<file path="src/rtl/dq_burst_ctrl_pkg.sv">
// Shared types and defaults for the DQ burst sequencer.
package ddr_ctrl_pkg;

    typedef enum logic [1:0] {
        S_IDLE  = 2'd0,
        S_LAT   = 2'd1,
        S_BURST = 2'd2,
        S_GAP   = 2'd3
    } burst_state_t;

    localparam logic SEL_WRITE = 1'b1;
    localparam logic SEL_READ  = 1'b0;

    localparam int DEF_WL  = 4;
    localparam int DEF_RL  = 6;
    localparam int DEF_GAP = 2;

    // One counter serves latency, burst and gap, so it must hold the largest of them (max 15).
    localparam int CNT_W = 4;

    function automatic logic [CNT_W-1:0] cnt_dec(input logic [CNT_W-1:0] c);
        return c - CNT_W'(1);
    endfunction

endpackage

</file>
<file path="src/rtl/dq_burst_ctrl_if.sv">
// Command handshake plus SerDes-side signals of the DQ burst sequencer.
interface dq_burst_ctrl_if #(
    parameter int WIDTH = 32
);
    logic             cmd_valid;
    logic             cmd_rd;
    logic [WIDTH-1:0] cmd_wdata;
    logic             cmd_ready;
    logic             SerDes_en;
    logic             SerDes_Sel;
    logic [WIDTH-1:0] ser_wdata;
    logic [WIDTH-1:0] des_rdata;
    logic             wr_done;
    logic             rd_valid;
    logic [WIDTH-1:0] rd_data;

    // Front-end and SerDes side.
    modport master (
        output cmd_valid, cmd_rd, cmd_wdata, des_rdata,
        input  cmd_ready, SerDes_en, SerDes_Sel, ser_wdata, wr_done, rd_valid, rd_data
    );

    // Sequencer side.
    modport slave (
        input  cmd_valid, cmd_rd, cmd_wdata, des_rdata,
        output cmd_ready, SerDes_en, SerDes_Sel, ser_wdata, wr_done, rd_valid, rd_data
    );
endinterface

</file>
<file path="src/rtl/dq_burst_ctrl.sv">
// Sequences one read/write burst on the DQ SerDes array: latency wait, BL-cycle burst, turnaround gap.
// Latency: SerDes_en rises L edges after accept; done pulse after L+BL; cmd_ready back after L+BL+GAP.
// Backpressure: cmd_ready low while busy; cmd_valid offered then is ignored, never queued.
module dq_burst_ctrl
    import ddr_ctrl_pkg::*;
#(
    parameter int WIDTH = 32,
    parameter int arch  = 16,
    parameter int BL    = WIDTH / arch,
    parameter int WL    = DEF_WL,
    parameter int RL    = DEF_RL,
    parameter int GAP   = DEF_GAP
) (
    input  logic           mem_clk,
    input  logic           rst_n,
    dq_burst_ctrl_if.slave bus
);

    localparam logic [CNT_W-1:0] WL_LD  = CNT_W'(WL - 1);
    localparam logic [CNT_W-1:0] RL_LD  = CNT_W'(RL - 1);
    localparam logic [CNT_W-1:0] BL_LD  = CNT_W'(BL - 1);
    localparam logic [CNT_W-1:0] GAP_LD = (GAP > 0) ? CNT_W'(GAP - 1) : '0;

    burst_state_t     state_q, state_d;
    logic [CNT_W-1:0] cnt_q, cnt_d;

    logic             ready_q, ready_d;
    logic             en_q, en_d;
    logic             sel_q, sel_d;
    logic [WIDTH-1:0] wdata_q, wdata_d;
    logic             wr_done_q, wr_done_d;
    logic             rd_valid_q, rd_valid_d;
    logic [WIDTH-1:0] rd_data_q, rd_data_d;

    logic accept;
    logic cnt_zero;
    logic burst_end;

    assign accept    = (state_q == S_IDLE) && ready_q && bus.cmd_valid;
    assign cnt_zero  = (cnt_q == '0);
    assign burst_end = (state_q == S_BURST) && cnt_zero;

    always_ff @(posedge mem_clk or negedge rst_n) begin
        if (!rst_n) begin
            state_q    <= S_IDLE;
            cnt_q      <= '0;
            ready_q    <= 1'b0;
            en_q       <= 1'b0;
            sel_q      <= SEL_READ;
            wdata_q    <= '0;
            wr_done_q  <= 1'b0;
            rd_valid_q <= 1'b0;
            rd_data_q  <= '0;
        end else begin
            state_q    <= state_d;
            cnt_q      <= cnt_d;
            ready_q    <= ready_d;
            en_q       <= en_d;
            sel_q      <= sel_d;
            wdata_q    <= wdata_d;
            wr_done_q  <= wr_done_d;
            rd_valid_q <= rd_valid_d;
            rd_data_q  <= rd_data_d;
        end
    end

    always_comb begin
        state_d = state_q;
        cnt_d   = cnt_q;
        unique case (state_q)
            S_IDLE: begin
                if (accept) begin
                    state_d = S_LAT;
                    cnt_d   = bus.cmd_rd ? RL_LD : WL_LD;
                end
            end
            S_LAT: begin
                if (cnt_zero) begin
                    state_d = S_BURST;
                    cnt_d   = BL_LD;
                end else begin
                    cnt_d = cnt_dec(cnt_q);
                end
            end
            S_BURST: begin
                if (cnt_zero) begin
                    // A zero gap skips the turnaround state entirely.
                    state_d = (GAP == 0) ? S_IDLE : S_GAP;
                    cnt_d   = GAP_LD;
                end else begin
                    cnt_d = cnt_dec(cnt_q);
                end
            end
            S_GAP: begin
                if (cnt_zero) begin
                    state_d = S_IDLE;
                end else begin
                    cnt_d = cnt_dec(cnt_q);
                end
            end
            default: begin
                state_d = S_IDLE;
                cnt_d   = '0;
            end
        endcase
    end

    // Next values of the registered outputs, derived from the upcoming state.
    always_comb begin
        ready_d    = (state_d == S_IDLE);
        en_d       = (state_d == S_BURST);
        sel_d      = sel_q;
        wdata_d    = wdata_q;
        wr_done_d  = 1'b0;
        rd_valid_d = 1'b0;
        rd_data_d  = rd_data_q;
        if (accept) begin
            sel_d = bus.cmd_rd ? SEL_READ : SEL_WRITE;
            if (!bus.cmd_rd) begin
                wdata_d = bus.cmd_wdata;
            end
        end
        if (burst_end) begin
            wr_done_d  = (sel_q == SEL_WRITE);
            rd_valid_d = (sel_q == SEL_READ);
            if (sel_q == SEL_READ) begin
                rd_data_d = bus.des_rdata;
            end
        end
    end

    assign bus.cmd_ready  = ready_q;
    assign bus.SerDes_en  = en_q;
    assign bus.SerDes_Sel = sel_q;
    assign bus.ser_wdata  = wdata_q;
    assign bus.wr_done    = wr_done_q;
    assign bus.rd_valid   = rd_valid_q;
    assign bus.rd_data    = rd_data_q;

endmodule

</file>
<file path="src/flat_wrapper.sv">
// flat-port wrapper written by rule: the top's interface ports become plain ports
module dq_burst_ctrl_flat import ddr_ctrl_pkg::*;
#(
    parameter int WIDTH = 32,
    parameter int arch  = 16,
    parameter int BL    = WIDTH / arch,
    parameter int WL    = DEF_WL,
    parameter int RL    = DEF_RL,
    parameter int GAP   = DEF_GAP
)
  (mem_clk, rst_n, bus_cmd_valid, bus_cmd_rd, bus_cmd_wdata, bus_des_rdata, bus_cmd_ready, bus_SerDes_en, bus_SerDes_Sel, bus_ser_wdata, bus_wr_done, bus_rd_valid, bus_rd_data);
  dq_burst_ctrl_if #(.WIDTH(WIDTH)) bus_i ();
  input  logic mem_clk;
  input  logic rst_n;
  input wire logic [$bits(bus_i.cmd_valid)-1:0] bus_cmd_valid;
  input wire logic [$bits(bus_i.cmd_rd)-1:0] bus_cmd_rd;
  input wire logic [$bits(bus_i.cmd_wdata)-1:0] bus_cmd_wdata;
  input wire logic [$bits(bus_i.des_rdata)-1:0] bus_des_rdata;
  output wire logic [$bits(bus_i.cmd_ready)-1:0] bus_cmd_ready;
  output wire logic [$bits(bus_i.SerDes_en)-1:0] bus_SerDes_en;
  output wire logic [$bits(bus_i.SerDes_Sel)-1:0] bus_SerDes_Sel;
  output wire logic [$bits(bus_i.ser_wdata)-1:0] bus_ser_wdata;
  output wire logic [$bits(bus_i.wr_done)-1:0] bus_wr_done;
  output wire logic [$bits(bus_i.rd_valid)-1:0] bus_rd_valid;
  output wire logic [$bits(bus_i.rd_data)-1:0] bus_rd_data;
  assign bus_i.cmd_valid = bus_cmd_valid;
  assign bus_i.cmd_rd = bus_cmd_rd;
  assign bus_i.cmd_wdata = bus_cmd_wdata;
  assign bus_i.des_rdata = bus_des_rdata;
  assign bus_cmd_ready = bus_i.cmd_ready;
  assign bus_SerDes_en = bus_i.SerDes_en;
  assign bus_SerDes_Sel = bus_i.SerDes_Sel;
  assign bus_ser_wdata = bus_i.ser_wdata;
  assign bus_wr_done = bus_i.wr_done;
  assign bus_rd_valid = bus_i.rd_valid;
  assign bus_rd_data = bus_i.rd_data;
  dq_burst_ctrl #(.WIDTH(WIDTH), .arch(arch), .BL(BL), .WL(WL), .RL(RL), .GAP(GAP)) u_core (.mem_clk(mem_clk), .rst_n(rst_n), .bus(bus_i));
endmodule
</file>
<file path="config.mk">
export PLATFORM = sky130hd
export DESIGN_NAME = dq_burst_ctrl_flat
export DESIGN_NICKNAME = d
export VERILOG_FILES = /design/src/rtl/dq_burst_ctrl_pkg.sv /design/src/rtl/dq_burst_ctrl_if.sv /design/src/rtl/dq_burst_ctrl.sv /design/src/flat_wrapper.sv
export SDC_FILE = /design/constraint.sdc
export NUM_CORES = 1
export LEC_CHECK = 0
export ABC_AREA = 1
export CAP_MARGIN = 20
export CORE_ASPECT_RATIO = 0.5
export CORE_MARGIN = 3
export CORE_UTILIZATION = 40
export CTS_CLUSTER_SIZE = 10
export DETAILED_ROUTE_END_ITERATION = 8
export GPL_TIMING_DRIVEN = 0
export HOLD_SLACK_MARGIN = 0.12
export PLACE_DENSITY = 0.84
export SYNTH_ARGS = -nofsm -noshare
export SYNTH_HDL_FRONTEND = slang
export SYNTH_SLANG_ARGS = --single-unit
</file>
<file path="constraint.sdc">
create_clock -name mem_clk -period 2.3 [get_ports mem_clk]
set_clock_uncertainty 0.2 [all_clocks]
set_input_delay 0.345 -clock mem_clk [delete_from_list [all_inputs] [get_ports mem_clk]]
set_output_delay 0.345 -clock mem_clk [all_outputs]
set_load 0.01 [all_outputs]
</file>
* Word level (Yosys, flattened, before mapping)
Cells that the tools add are included.
** Operators by class
- $add $sub $neg :: 1
- Equal/unequal tests :: 6
- Mux-type cells :: 13
- Bitwise operators :: 2
- Reductions and logical operators :: 10
** Operators with widths (count)
- 4-bit two-way mux :: 3
- 4-bit one-hot mux with 3 select lines :: 1
- 2-bit two-way mux :: 4
- 2-bit one-hot mux with 4 select lines :: 1
- 2-bit == test (second input constant) :: 3
- 2-bit AND reduction :: 3
- 2-bit logical NOT :: 2
- 4-bit logical NOT :: 1
- 4-bit by 1-bit subtractor with 4-bit output (second input constant) :: 1
- 1-bit logical AND :: 3
- 1-bit two-way mux :: 3
- 3-bit two-way mux :: 1
- 2-bit by 1-bit == test with 1-bit output (second input constant) :: 1
- 2-bit by 1-bit != test with 1-bit output (second input constant) :: 1
- 2-bit != test (second input constant) :: 1
- 1-bit inverter :: 2
- 2-bit OR reduction :: 1
** Storage, ports and cells
- Bits in registers :: 75
- Output and inout bits :: 69

* Depth between registers and ports, before layout
Gate-level depths: netlist of the first run.
- Depth in word-level cells :: 6
- Depth in mapped cells :: 9
- Gate-level depth less buffers :: 9

* Worst setup path before layout of the first run
No wires, ideal clock.
- Path type :: register -> register
- From :: register u_core.state_q[1]
- To :: register u_core.wdata_q[19], in the netlist u_core.bus.ser_wdata[19]
- Setup time :: 130 ps
- Arrival :: 1404 ps
- Data required time :: 1970 ps
- Setup slack :: 566 ps
- Stages on the path, launching flop included :: 9
- Path buffers :: 2
- Period minus slack after synthesis :: 1734 ps
- Path through :: dfrtp_1 -> inv_1 -> ha_1 -> nand3_2 -> or2_1 -> buf_6 -> buf_6 -> nand2_1 -> o21ai_1
** Between the ends
- Word-level cells in the longest chain between the ends :: 4
** RTL lines
- start, declared :: line dq_burst_ctrl.sv:24 : burst_state_t state_q, state_d;
- start signal, assigned :: line dq_burst_ctrl.sv:55 : state_q <= state_d;
- 2-bit logical NOT :: line dq_burst_ctrl.sv:39 : assign accept = (state_q == S_IDLE) && ready_q && bus.cmd_valid;
- 1-bit logical AND (2 in a row) :: line dq_burst_ctrl.sv:39
- 2-bit AND reduction (no line)
- end signal, assigned :: line dq_burst_ctrl.sv:60 : wdata_q <= wdata_d;
- end, declared :: line dq_burst_ctrl.sv:30 : logic [WIDTH-1:0] wdata_q, wdata_d;
Every way passes these cells.
A chain may end at the register's enable or synchronous reset.

* Worst setup path after layout of the first run
Same ends and word-level chain as after synthesis.

==> summary.md, run 1 <==
| Metric | Value |
|---|---|
| Buffers from clock root to sink, at most | `2` |
| Die width | `135 um` |
| Overall Global Routing Usage | `18.6%` |
| Post-route clock period utilization | `84.6%` |
| Number of enable flip-flop cells after synthesis | `0` |
| Nets | `582` |
| Net switching share of the total power | `33.7%` |
| Count of max-cap constraint violations | `0` |
| CP Launch Type | `register` |
| Routed len/inst | `13.6 um` |
| Portion of synthesized cell area occupied by the leading cell type | `56.8%` |
| Clk network pwr share | `20.4%` |
| Most instantiated flip-flop cell in the synthesis netlist | `sky130_fd_sc_hd__dfrtp_1` |
| Setup repair after global routing missed its margin | `no` |
| Worst vdd rail ir drop | `541 uV` |
| Type of the tightest min-delay check | `in -> async` |
| H-tree depth reported by CTS | `3` |
| Post-synthesis cell area | `3310 um^2` |
| First-pass GRT wire length | `13.6 mm` |
| Count of input and output buffers | `136` |
| Depth of the most critical reg-to-reg path | `8` |
| Cell type contributing the most total cell area after synthesis | `sky130_fd_sc_hd__dfrtp_1` |
| DRT antenna net count | `0` |
| Register area share after synthesis | `56.8%` |
| Post-synthesis cell type count | `25` |
| Register bit count reported by yosys | `75` |
| Power share of the combinational group | `44.7%` |
| Synthesized netlist cell count | `358` |
| DRT Pass-1 Iters | `5` |
| Pwr Total | `6.64 mW` |
| Routed via count divided by cell count | `4.49` |
| Synthesized Nets | `433` |
| Detailed placer's ending HPWL | `6.30 mm` |
| Overall via count from detail_route | `2784` |
| Core region area | `7680 um^2` |
| Setup WS post-layout | `0.355 ns` |
| Final estimated routing congestion in global placement | `0.830` |
| Endpoint class of the critical path | `register` |
| Headroom to the max-slew limit | `72.2%` |
| Number of global-route vias before repair | `2813` |
| Result of the run | `complete, no violations` |
| Final sum of negative setup slack | `0 ns` |
| Category of the most critical setup path | `reg -> reg` |
| Highest Clock Rate | `0.514 GHz` |
| Clock period minus worst slack | `1.95 ns` |
| Largest fanout of any net on the critical path | `10` |
| Final core occ | `66.8%` |
| Sink Count | `75` |
| Max Slew Vio Count | `0` |
| Number of violations reported at the end of detailed-routing iteration 0 | `138` |
| Std-Cell Rows | `22` |
| Internal power consumption | `4.40 mW` |
| Final routed wirelength across all metal layers | `8.45 mm` |
| Initial standard-cell utilization of the core | `43.0%` |
| Final setup violating endpoints | `0` |
| Layout-stage area growth over the synthesis result | `55.2%` |
| Total count of hold-check failures in the final report | `0` |
| Count of antenna diodes in the layout | `0` |
| Post-Place Setup Slack | `0.293 ns` |
| Num CTS Buffers | `9` |
| Data arrival, critical path | `1.95 ns` |
| Remaining routing DRC violations | `0` |
| Die area | `9460 um^2` |
| Actual transition at the worst max-transition pin | `0.418 ns` |
| Share of synthesized registers carrying an async set or reset | `100%` |
| Post-Synthesis Mean Instance Area | `9.23 um^2` |
| Flop pwr share | `34.9%` |
| Total gr overflow | `0` |
| Clock tree from TritonCTS | `done` |
| Power density over cell area | `1290 nW/um^2` |
| Biggest area contributors in the synthesized netlist | `sky130_fd_sc_hd__dfrtp_1 57%, sky130_fd_sc_hd__nand2_1 16%, sky130_fd_sc_hd__o21ai_2 6.4%, sky130_fd_sc_hd__inv_1 4.8%, sky130_fd_sc_hd__nand2_2 3.6%` |
| Worst Path Required | `2.30 ns` |
| Boundary Pins | `137` |
| Post-CTS clock slew at the launch and capture registers of the worst setup and hold paths | `0.05 ns` |
| Die height | `70.3 um` |
| Number of antenna violations at the first check in global routing | `0` |
| Dominant cell by count in the synthesized netlist | `sky130_fd_sc_hd__nand2_1` |
| Leakage power of the design | `2.52 nW` |
| Most numerous cell types in the synthesized netlist | `141 x sky130_fd_sc_hd__nand2_1, 75 x sky130_fd_sc_hd__dfrtp_1, 42 x sky130_fd_sc_hd__inv_1` |
| Clock latency on the worst-skew pair | `0.33 ns` |
| Net Switching | `2.24 mW` |
| Yosys warnings | `0` |
| Root Driver | `sky130_fd_sc_hd__clkbuf_16` |
| Fraction of layout instances using a drive strength above 1 | `15.2%` |
| Pin count of the biggest net entering global routing | `67` |
[registers in the layout, indices dropped and copies added (netlist names)]
register and flops:
u_core.state_q 2, u_core.bus.ser_wdata 32, u_core.bus.rd_valid 1, u_core.bus.cmd_ready 1, u_core.bus.wr_done 1, u_core.cnt_q 4
u_core.bus.rd_data 32, u_core.bus.SerDes_Sel 1, u_core.bus.SerDes_en 1
[power groups by stage]
stage / combinational (mW) / clock, mW / sequential (mW)
CTS: 3.01 / 1.39 / 2.31
finish: 2.97 / 1.35 / 2.32
global placement: 2.91 / 0 / 2.30
floorplan: 1.11 / 0 / 2.59
global route: 3.22 / 1.44 / 2.39
detailed placement: 2.99 / 0 / 2.33
[repair_timing]
action / in CTS / in global routing
hold endpoints to repair: 75 / 0
setup buffers: 0 / 0
hold buffers: 1 / 0
gates resized for setup: 0 / 0
[layout make-up]
| class | instances | area, um^2 |
|---|---|---|
| clock buffers | 15 | 288 |
| inverters | 44 | 168 |
| well taps | 108 | 135 |
| flip-flops and latches | 75 | 1880 |
| repair buffers | 138 | 1400 |
| plain buffers | 13 | 120 |
| fillers | 580 | 2550 |
| multi-input cells | 226 | 1140 |
| clock inverters | 1 | 5.00 |
[metrics by stage]
step                area, um^2  instances  hold slack, ns
detailed placement        4830        603        -0.00431
global placement          4800        602           0.261
CTS                       5130        620           0.175
global route              5130        620           0.222
finish                    5130        620           0.211
floorplan                 3310        358          -0.151
[critical path: stages, from the launching register on]
cell and delay [ns]:
sky130_fd_sc_hd__dfrtp_1 0.40, sky130_fd_sc_hd__inv_1 0.13, sky130_fd_sc_hd__ha_1 0.25, sky130_fd_sc_hd__nand3_2 0.14, sky130_fd_sc_hd__or2_1 0.26, sky130_fd_sc_hd__buf_6 0.16
sky130_fd_sc_hd__buf_6 0.15, sky130_fd_sc_hd__nand2_1 0.06, sky130_fd_sc_hd__o21ai_1 0.06
[path summary, 6_finish.rpt]
path / endpoint / start / slack, ns
setup / recovery: u_core.bus.ser_wdata[19] / u_core.state_q[1] / 0.35
hold / removal: u_core.bus.cmd_ready / rst_n / 0.21
setup reg to reg: u_core.bus.ser_wdata[19] / u_core.state_q[1] / 0.35
hold reg to reg: u_core.bus.rd_data[3] / u_core.bus.rd_data[3] / 0.28
max in group asynchronous: u_core.bus.ser_wdata[6] / rst_n / 1.14
min in group mem_clk: u_core.bus.rd_data[3] / u_core.bus.rd_data[3] / 0.28
[cell usage in the layout, fill, tap and decap left out, drive strengths merged]
cell / synthesis / final
nor2: 10 / 10
o21ai: 34 / 34
dlygate4sd3: 0 / 1
inv: 44 / 44
dfrtp: 75 / 75
nand4: 2 / 2
ha: 7 / 7
xor2: 1 / 1
nand3: 4 / 4
clkbuf: 1 / 16
a21oi: 2 / 2
nor3: 2 / 2
clkdlybuf4s50: 0 / 135
a21boi: 1 / 1
or2: 3 / 3
buf: 12 / 14
nand2: 160 / 160
clkinv: 0 / 1
[logic make-up after synthesis]
kind of cell    Yosys count  share of synthesized area, %
fa+ha+maj                 7                          2.65
compound gates           37                          8.40
simple gates            181                          23.2
xor+xnor                  1                         0.265
buf+inv                  57                          8.71
flops                    75                          56.8
[metal layers]
layer  vias up  global-route usage, %  share of wire (%)
met5         -                      0                  0
met3        23                   4.60                3.4
met4         0                   9.71                3.2
li1       1390                      -                  -
met1      1299                   20.7                 40
met2        72                   32.9                 53
Note: power is estimated with default switching activity, not from simulation.
==> inputs of run 2 (changes only) <==
Clock period 2.3 ns to 2 ns, I/O delays scaled along.
==> summary.md, run 2 (synthesis results as in run 1) <==
| Metric | Value |
|---|---|
| Pin count of the biggest net entering global routing | `67` |
| Die width | `135 um` |
| DRT antenna net count | `0` |
| Sink Count | `75` |
| CP Launch Type | `register` |
| Internal power consumption | `5.06 mW` |
| Worst R2R Start | `u_core.state_q[0]` |
| Total count of hold-check failures in the final report | `0` |
| First-pass GRT wire length | `13.6 mm` |
| Fraction of layout instances using a drive strength above 1 | `15.8%` |
| Num CTS Buffers | `9` |
| Initial standard-cell utilization of the core | `43.0%` |
| Count of buffering cells on the critical path with inverters included | `3` |
| Final setup violating endpoints | `0` |
| Die area | `9460 um^2` |
| Power share of the combinational group | `44.7%` |
| Detailed placer's ending HPWL | `6.30 mm` |
| Std-Cell Rows | `22` |
| Number of violations reported at the end of detailed-routing iteration 0 | `142` |
| Summed area of non-filler cells in the final layout | `5130 um^2` |
| Net switching share of the total power | `33.8%` |
| H-tree depth reported by CTS | `3` |
| Worst vdd rail ir drop | `621 uV` |
| Worst Path Required | `2.00 ns` |
| DRT Pass-1 Iters | `4` |
| Core region area | `7680 um^2` |
| Count of max-cap constraint violations | `0` |
| Category of the most critical setup path | `reg -> reg` |
| Max Slew Vio Count | `0` |
| Clk network pwr share | `20.4%` |
| Result of the run | `complete, no violations` |
| Overall Global Routing Usage | `18.6%` |
| Boundary Pins | `137` |
| Final routed wirelength across all metal layers | `8.47 mm` |
| Setup repair after global routing missed its margin | `no` |
| Actual transition at the worst max-transition pin | `0.417 ns` |
| Largest fanout of any net on the critical path | `10` |
| Endpoint class of the critical path | `register` |
| Buffers from clock root to sink, at most | `2` |
| Clock tree from TritonCTS | `done` |
| Data arrival, critical path | `1.89 ns` |
| Net Switching | `2.58 mW` |
| Headroom to the max-slew limit | `72.2%` |
| Clock latency on the worst-skew pair | `0.33 ns` |
| Remaining routing DRC violations | `0` |
| Clock period minus worst slack | `1.89 ns` |
| Power density over cell area | `1490 nW/um^2` |
| Routed via count divided by cell count | `4.51` |
| Reg-to-reg slack, setup | `0.11 ns` |
| Instance count after placement with tap cells included | `603` |
| Longest individual stage delay on the worst path | `0.42 ns` |
| Post-route clock period utilization | `94.3%` |
| Number of antenna violations at the first check in global routing | `0` |
| RR Endpoint | `u_core.bus.ser_wdata[19]` |
| Leakage power of the design | `2.52 nW` |
| Final estimated routing congestion in global placement | `0.830` |
| Final core occ | `66.8%` |
| Nets | `582` |
| Number of non-filler instances in the completed layout | `620` |
| Type of the tightest min-delay check | `in -> async` |
| Routed len/inst | `13.7 um` |
| Total gr overflow | `0` |
| Top library cells by usage in the layout, fill and taps aside | `141 x sky130_fd_sc_hd__nand2_1, 135 x sky130_fd_sc_hd__clkdlybuf4s50_1, 75 x sky130_fd_sc_hd__dfrtp_1, 40 x sky130_fd_sc_hd__inv_1, 24 x sky130_fd_sc_hd__o21ai_2` |
| CP max stage cell | `sky130_fd_sc_hd__dfrtp_1` |
| Count of antenna diodes in the layout | `0` |
| Flop pwr share | `34.9%` |
| Post-CTS clock slew at the launch and capture registers of the worst setup and hold paths | `0.05 ns` |
| Cell class contributing the biggest share of worst-path delay | `simple AND/OR/NAND/NOR gates` |
| Depth of the most critical reg-to-reg path | `8` |
| Highest Clock Rate | `0.530 GHz` |
| Cell area after placement | `4830 um^2` |
| Layout-stage area growth over the synthesis result | `55.3%` |
| Root Driver | `sky130_fd_sc_hd__clkbuf_16` |
| Leading cell type in the layout, fill and taps excluded | `sky130_fd_sc_hd__nand2_1` |
| Count of input and output buffers | `136` |
| Overall via count from detail_route | `2798` |
| Die height | `70.3 um` |
| CP dominant cell by count | `sky130_fd_sc_hd__buf_6` |
| Number of global-route vias before repair | `2813` |
| Cells traversed along the worst timing path | `inv_2 > ha_2 > nand3_2 > or2_1 > buf_6 > buf_6 > nand2_1 > o21ai_1` |
-- run 2: worst max-delay path by stage --
stage | end | depth (start not counted) | slack [ns] | from
2_1_floorplan | u_core.bus.ser_wdata[19] | 8 | 0.27 | u_core.state_q[1]
3_3_place_gp | u_core.bus.ser_wdata[7] | 1 | -2.24 | rst_n
3_5_place_dp | u_core.bus.ser_wdata[19] | 7 | 0.04 | bus_cmd_valid
4_1_cts | u_core.bus.ser_wdata[19] | 8 | 0.05 | u_core.state_q[1]
5_1_grt | u_core.bus.ser_wdata[24] | 8 | 0.007 | u_core.state_q[0]
6_report | u_core.bus.ser_wdata[19] | 8 | 0.11 | u_core.state_q[0]
-- run 2: final cells by class --
cell class	count	area (um^2)
plain buffers	13	120
repair buffers	138	1400
clock buffers	15	288
multi-input cells	226	1140
clock inverters	1	5.00
inverters	44	168
well taps	108	135
fillers	580	2550
flip-flops and latches	75	1880
-- run 2: what timing repair did --
action | in CTS | in global routing
hold endpoints to repair | 75 | 0
hold buffers | 1 | 0
setup buffers | 0 | 0
gates resized for setup | 0 | 3
setup endpoints to repair | 0 | 12
-- run 2: through the flow --
stage | hold slack (ns) | total power [mW] | setup slack [ns] | TNS [ns]
global route | 0.177 | 8.12 | 0.00733 | 0
detailed placement | -0.0493 | 6.11 | 0.0376 | 0
finish | 0.168 | 7.64 | 0.114 | 0
global placement | 0.261 | 5.99 | -2.24 | -167.50
CTS | 0.130 | 7.72 | 0.0498 | 0
floorplan | -0.196 | 4.25 | 0.266 | 0
-- run 2: power groups by stage --
stage	combinational [mW]	clock [mW]	sequential, mW
2_1_floorplan	1.27	0	2.97
3_3_place_gp	3.35	0	2.64
3_5_place_dp	3.43	0	2.68
4_1_cts	3.46	1.60	2.66
5_1_grt	3.71	1.65	2.75
6_report	3.42	1.56	2.67
-- run 2: per-layer routing --
| metal | global-route usage (%) | share of wire (%) | vias to the layer above |
|---|---|---|---|
| met2 | 32.9 | 53 | 83 |
| li1 | - | - | 1390 |
| met4 | 9.71 | 3.2 | 0 |
| met1 | 20.7 | 40 | 1300 |
| met3 | 4.60 | 3.3 | 25 |
| met5 | 0 | 0 | - |
==> RTL change 1 (flow settings as in run 1) <==
Re-encode `burst_state_t` (4 states) as one-hot, 4 bits wide.
--- a/src/rtl/dq_burst_ctrl_pkg.sv
+++ b/src/rtl/dq_burst_ctrl_pkg.sv
@@ -3,7 +3,7 @@
 
-    typedef enum logic [1:0] {
-        S_IDLE  = 2'd0,
-        S_LAT   = 2'd1,
-        S_BURST = 2'd2,
-        S_GAP   = 2'd3
+    typedef enum logic [3:0] {
+        S_IDLE  = 4'b0001,
+        S_LAT   = 4'b0010,
+        S_BURST = 4'b0100,
+        S_GAP   = 4'b1000
     } burst_state_t;
Check against the original RTL: no difference found for any inputs over 10 cycles, from zero or initial values and one cycle with rst_n low; not proved beyond that.
==> RTL change 1 against run 1 <==
- worst setup slack got worse by 0.16 ns
- cell area decreased by 0.32%
- die area decreased by 0.45%
- sequential cell count increased by 2
- total power decreased by 12%
- wire length increased by 2.3%
- area after synthesis decreased by 0.49%
==> RTL change 1: results (changes against run 1) <==
* Biggest area contributors in the synthesized netlist: sky130_fd_sc_hd__dfrtp_1 (58%), sky130_fd_sc_hd__nand2_1 (18%), sky130_fd_sc_hd__nand3_1 (6.1%), sky130_fd_sc_hd__o21ai_0 (4.1%), sky130_fd_sc_hd__buf_6 (2.1%)
* Beginning of the worst register-to-register path: u_core.cnt_q[0]$_DFFE_PN0P_
* Final estimated routing congestion in global placement at 0.8382 (+0.94%)
* Routed Wire Length at 8651 microns (+2.3%)
* Syn Nets at 440 (+1.6%)
* Largest incremental delay on the critical path at 0.62 ns (+0.22 ns)
* Leakage dissipation at 2.265 nW (-10%)
* Count of different cell masters after synthesis at 25 (unchanged)
* Largest net degree at the start of global routing at 62 (-7.5%)
* Tightest Pin Transition at 0.4521 ns (+0.03448 ns)
* Capture point of the worst path: bus_SerDes_Sel
* Wire length of the first global-routing pass at 14,420 microns (+5.8%)
* Critical-path top delay cell: sky130_fd_sc_hd__clkdlybuf4s50_1
* Launching element of the worst setup path: u_core.bus.SerDes_Sel$_DFFE_PN0P_
* Synth async-reset ratio at 100.0% (unchanged)
* Pre-CTS worst setup slack at 0.3670 ns (+0.07443 ns)
* Top delay family on crit path: buffers and inverters
* Routing usage on met1 at 22.82% (+2.1 points)
* Total via count after detailed routing at 2,983 (+7.1%)
* Global-route track usage on met3 at 6.043% (+1.4 points)
* Number of search-and-repair iterations in the first detailed-routing pass at 4 (-1)
* GRT Total Usage at 19.09% (+0.54 points)
* H-tree depth reported by CTS at 3 (unchanged)
* Commonest cells post-synth: sky130_fd_sc_hd__nand2_1 (160), sky130_fd_sc_hd__dfrtp_1 (76), sky130_fd_sc_hd__nand3_1 (40)
* Run status: complete, no violations
* Fill cell total of the finished layout at 652 (+12%)
* Largest driver fanout on the critical path at 8 (-2)
* Post-layout worst setup margin at 0.1943 ns (-0.1606 ns)
* Endpoint of the most critical register-to-register path: u_core.bus.rd_data[30]$_DFFE_PN0P_
* Worst IR Drop VDD at 0.4543 mV (-16%)
* Arrival time at the worst endpoint at 1.56 ns (-0.39 ns)
* Violation count after the first detailed-routing iteration at 127 (-8.0%)
* Share of final-layout standard cells stronger than drive strength 1 at 8.571% (-6.7 points)
* Sequential area share after synthesis at 58.62% (+1.8 points)
* Final HPWL DP at 6213 microns (-1.4%)
* Internal Dissipation at 3.853 mW (-12%)
[RTL change 1: cell type report]
class / instances / area (sq um) / area share [%]
plain buffers: 18 / 127.6 / 2.496
clock buffers: 11 / 242.7 / 4.747
clock inverters: 5 / 50.05 / 0.9787
inverters: 14 / 52.55 / 1.028
multi-input cells: 262 / 1181 / 23.10
flip-flops and latches: 77 / 1928 / 37.70
well taps: 108 / 135.1 / 2.643
repair buffers: 138 / 1396 / 27.31
[RTL change 1: cell families (layout without fill, tap and decap cells)]
| logic type | count (synthesis) | count (layout) | share of synthesized area [%] |
|---|---|---|---|
| buf+inv | 32 | 186 | 5.477 |
| fa+ha+maj | 1 | 1 | 0.3803 |
| compound gates | 39 | 39 | 6.010 |
| simple gates | 222 | 222 | 29.52 |
| flops | 77 | 77 | 58.62 |
[RTL change 1: worst min path at each step]
stage	from	to	slack (ns)	cells after the start
3_3_place_gp	u_core.bus.ser_wdata[10]$_DFFE_PN0P_	u_core.bus.ser_wdata[10]$_DFFE_PN0P_	0.25	2
5_1_grt	rst_n	u_core.bus.rd_data[6]$_DFFE_PN0P_	0.27	2
6_report	rst_n	u_core.bus.rd_data[6]$_DFFE_PN0P_	0.24	2
2_1_floorplan	rst_n	u_core.bus.SerDes_Sel$_DFFE_PN0P_	-0.15	0
3_5_place_dp	rst_n	u_core.bus.rd_data[10]$_DFFE_PN0P_	0.03	1
4_1_cts	rst_n	u_core.bus.rd_data[10]$_DFFE_PN0P_	0.22	2
[RTL change 1: metal layers]
| layer | wire [microns] | part of all wire, % |
|---|---|---|
| met5 | 0 | 0 |
| met4 | 104 | 1.2 |
| met3 | 536 | 6.2 |
| met2 | 4364 | 50 |
| met1 | 3645 | 42 |
[RTL change 1: power groups by stage]
stage / combinational, mW / sequential, mW / clock, mW
5_1_grt: 2.57 / 2.18 / 1.47
4_1_cts: 2.36 / 2.11 / 1.41
2_1_floorplan: 0.920 / 2.30 / 0
3_5_place_dp: 2.34 / 2.13 / 0
6_report: 2.33 / 2.11 / 1.38
3_3_place_gp: 2.28 / 2.11 / 0
[RTL change 1: stage by stage]
stage                     std cells  area (sq um)
after global placement          615          4786
after global routing            633          5114
after CTS                       633          5114
after floorplan                 371          3289
after detailed placement        616          4811
final                           633          5114
[RTL change 1: timing repair]
item / CTS / global route
hold buffers: 1 / 0
buffers inserted: 0 / 0
hold endpoints to repair: 76 / 0
==> RTL change 2 (flow settings as in run 1) <==
Without the edit above. The package constant `CNT_W` goes from 4 to 6.
--- a/src/rtl/dq_burst_ctrl_pkg.sv
+++ b/src/rtl/dq_burst_ctrl_pkg.sv
@@ -18,3 +18,3 @@
     // One counter serves latency, burst and gap, so it must hold the largest of them (max 15).
-    localparam int CNT_W = 4;
+    localparam int CNT_W = 6;
 
Formal check against the unedited RTL: no difference found for any inputs over 10 cycles, from zero or initial values and one cycle with rst_n low; that may be too few to reach the edited logic, so the function may still have changed.
==> RTL change 2 against run 1 <==
- via count decreased by 3.3%
- sequential cell count increased by 2
- cell area increased by 2.1%
- non-clock buffer count decreased by 3
- largest power group unchanged
- count of clock-buffer cells in the layout decreased by 5
- wire length increased by 2.8%
- area after synthesis increased by 1.9%
- total power increased by 10%
- worst setup slack got worse by 0.067 ns
==> RTL change 2: results (changes against run 1) <==
* DR WL/cell at 15.06 microns (+10%)
* Inverter count of the layout excluding clock inverters at 21 (-52%)
* Area taken by multi-input logic gates at 1240 sq um (+8.7%)
* Final HPWL DP at 6316 microns (+0.24%)
* Final nets at 538 (-7.6%)
* Switching component of the power at 2.348 mW (+4.9%)
* GRT Total Usage at 18.62% (+0.067 points)
* Xor/xnor share of the synthesized area at 0.2601% (-0.0048 points)
* Wire length of the first global-routing pass at 13,970 microns (+2.5%)
* Fill cell total of the finished layout at 560 (-3.4%)
* Storage element area at 1927 sq um (+2.7%)
* Endpoint of the most critical register-to-register path: u_core.bus.ser_wdata[4]$_DFFE_PN0P_
* Final estimated routing congestion in global placement at 0.8634 (+4.0%)
* Run status: complete, no violations
* Post-synthesis register bit count at 77 (+2.7%)
* Leakage dissipation at 2.482 nW (-1.4%)
* Post-synthesis adder-cell area fraction at 2.230% (-0.42 points)
* Share of final-layout standard cells stronger than drive strength 1 at 14.29% (-0.95 points)
* Largest net degree at the start of global routing at 68 (+1.5%)
* Depth of the worst register-to-register path at 7 (-1)
* Share of synthesized area spent on multiplexers at 13.94% (+14 points)
* Pre-CTS worst setup slack at 0.2249 ns (-0.06775 ns)
* Fraction of cell area in non-clock buffers at 28.95% (-0.61 points)
* Post-layout worst setup margin at 0.2883 ns (-0.06664 ns)
* Clock network contribution to total cell area at 6.496% (+0.79 points)
* Worst IR Drop VDD at 0.6212 mV (+15%)
* Final-layout clock buffer total at 10 (-5)
* Syn Nets at 389 (-10%)
* Power in the clock group at 1.60 mW (+19%)
* Launching element of the worst setup path: u_core.state_q[0]$_DFF_PN0_
* Cell area after placement at 4888 sq um (+1.3%)
* Multi-input gate count at 207 (-8.4%)
* Max_slew headroom at 68.29% (-3.9 points)
* Count of plain and timing-repair buffers in the layout at 148 (-2.0%)
* Commonest cells post-synth: sky130_fd_sc_hd__nand2_1 (125), sky130_fd_sc_hd__dfrtp_1 (77), sky130_fd_sc_hd__mux2_4 (29)
* Via count of the first global-routing pass at 2,729 (-3.0%)
[RTL change 2: routing by layer]
metal | up-vias | routed length (microns) | global-route usage, %
met3 | 14 | 368 | 4.759
met1 | 1311 | 3461 | 21.44
met4 | 0 | 172 | 6.704
met2 | 74 | 4685 | 33.87
li1 | 1294 | - | -
met5 | - | 0 | 0
[RTL change 2: stage by stage]
stage | cells | hold WS (ns) | utilization (%)
floorplan | 315 | -0.1506 | -
global placement | 559 | 0.2613 | 62.88
detailed placement | 560 | -0.003758 | 63.20
CTS | 577 | 0.1855 | 67.73
global route | 577 | 0.2009 | 67.73
finish | 577 | 0.1927 | 67.73
[RTL change 2: critical path, delay by kind of cell, from the launching register on]
kind | cells | cell delay, ns
muxes | 1 | 0.30
and+or+nand+nor | 2 | 0.33
DFF | 1 | 0.41
adders and majority gates | 1 | 0.21
buffers and inverters | 3 | 0.45
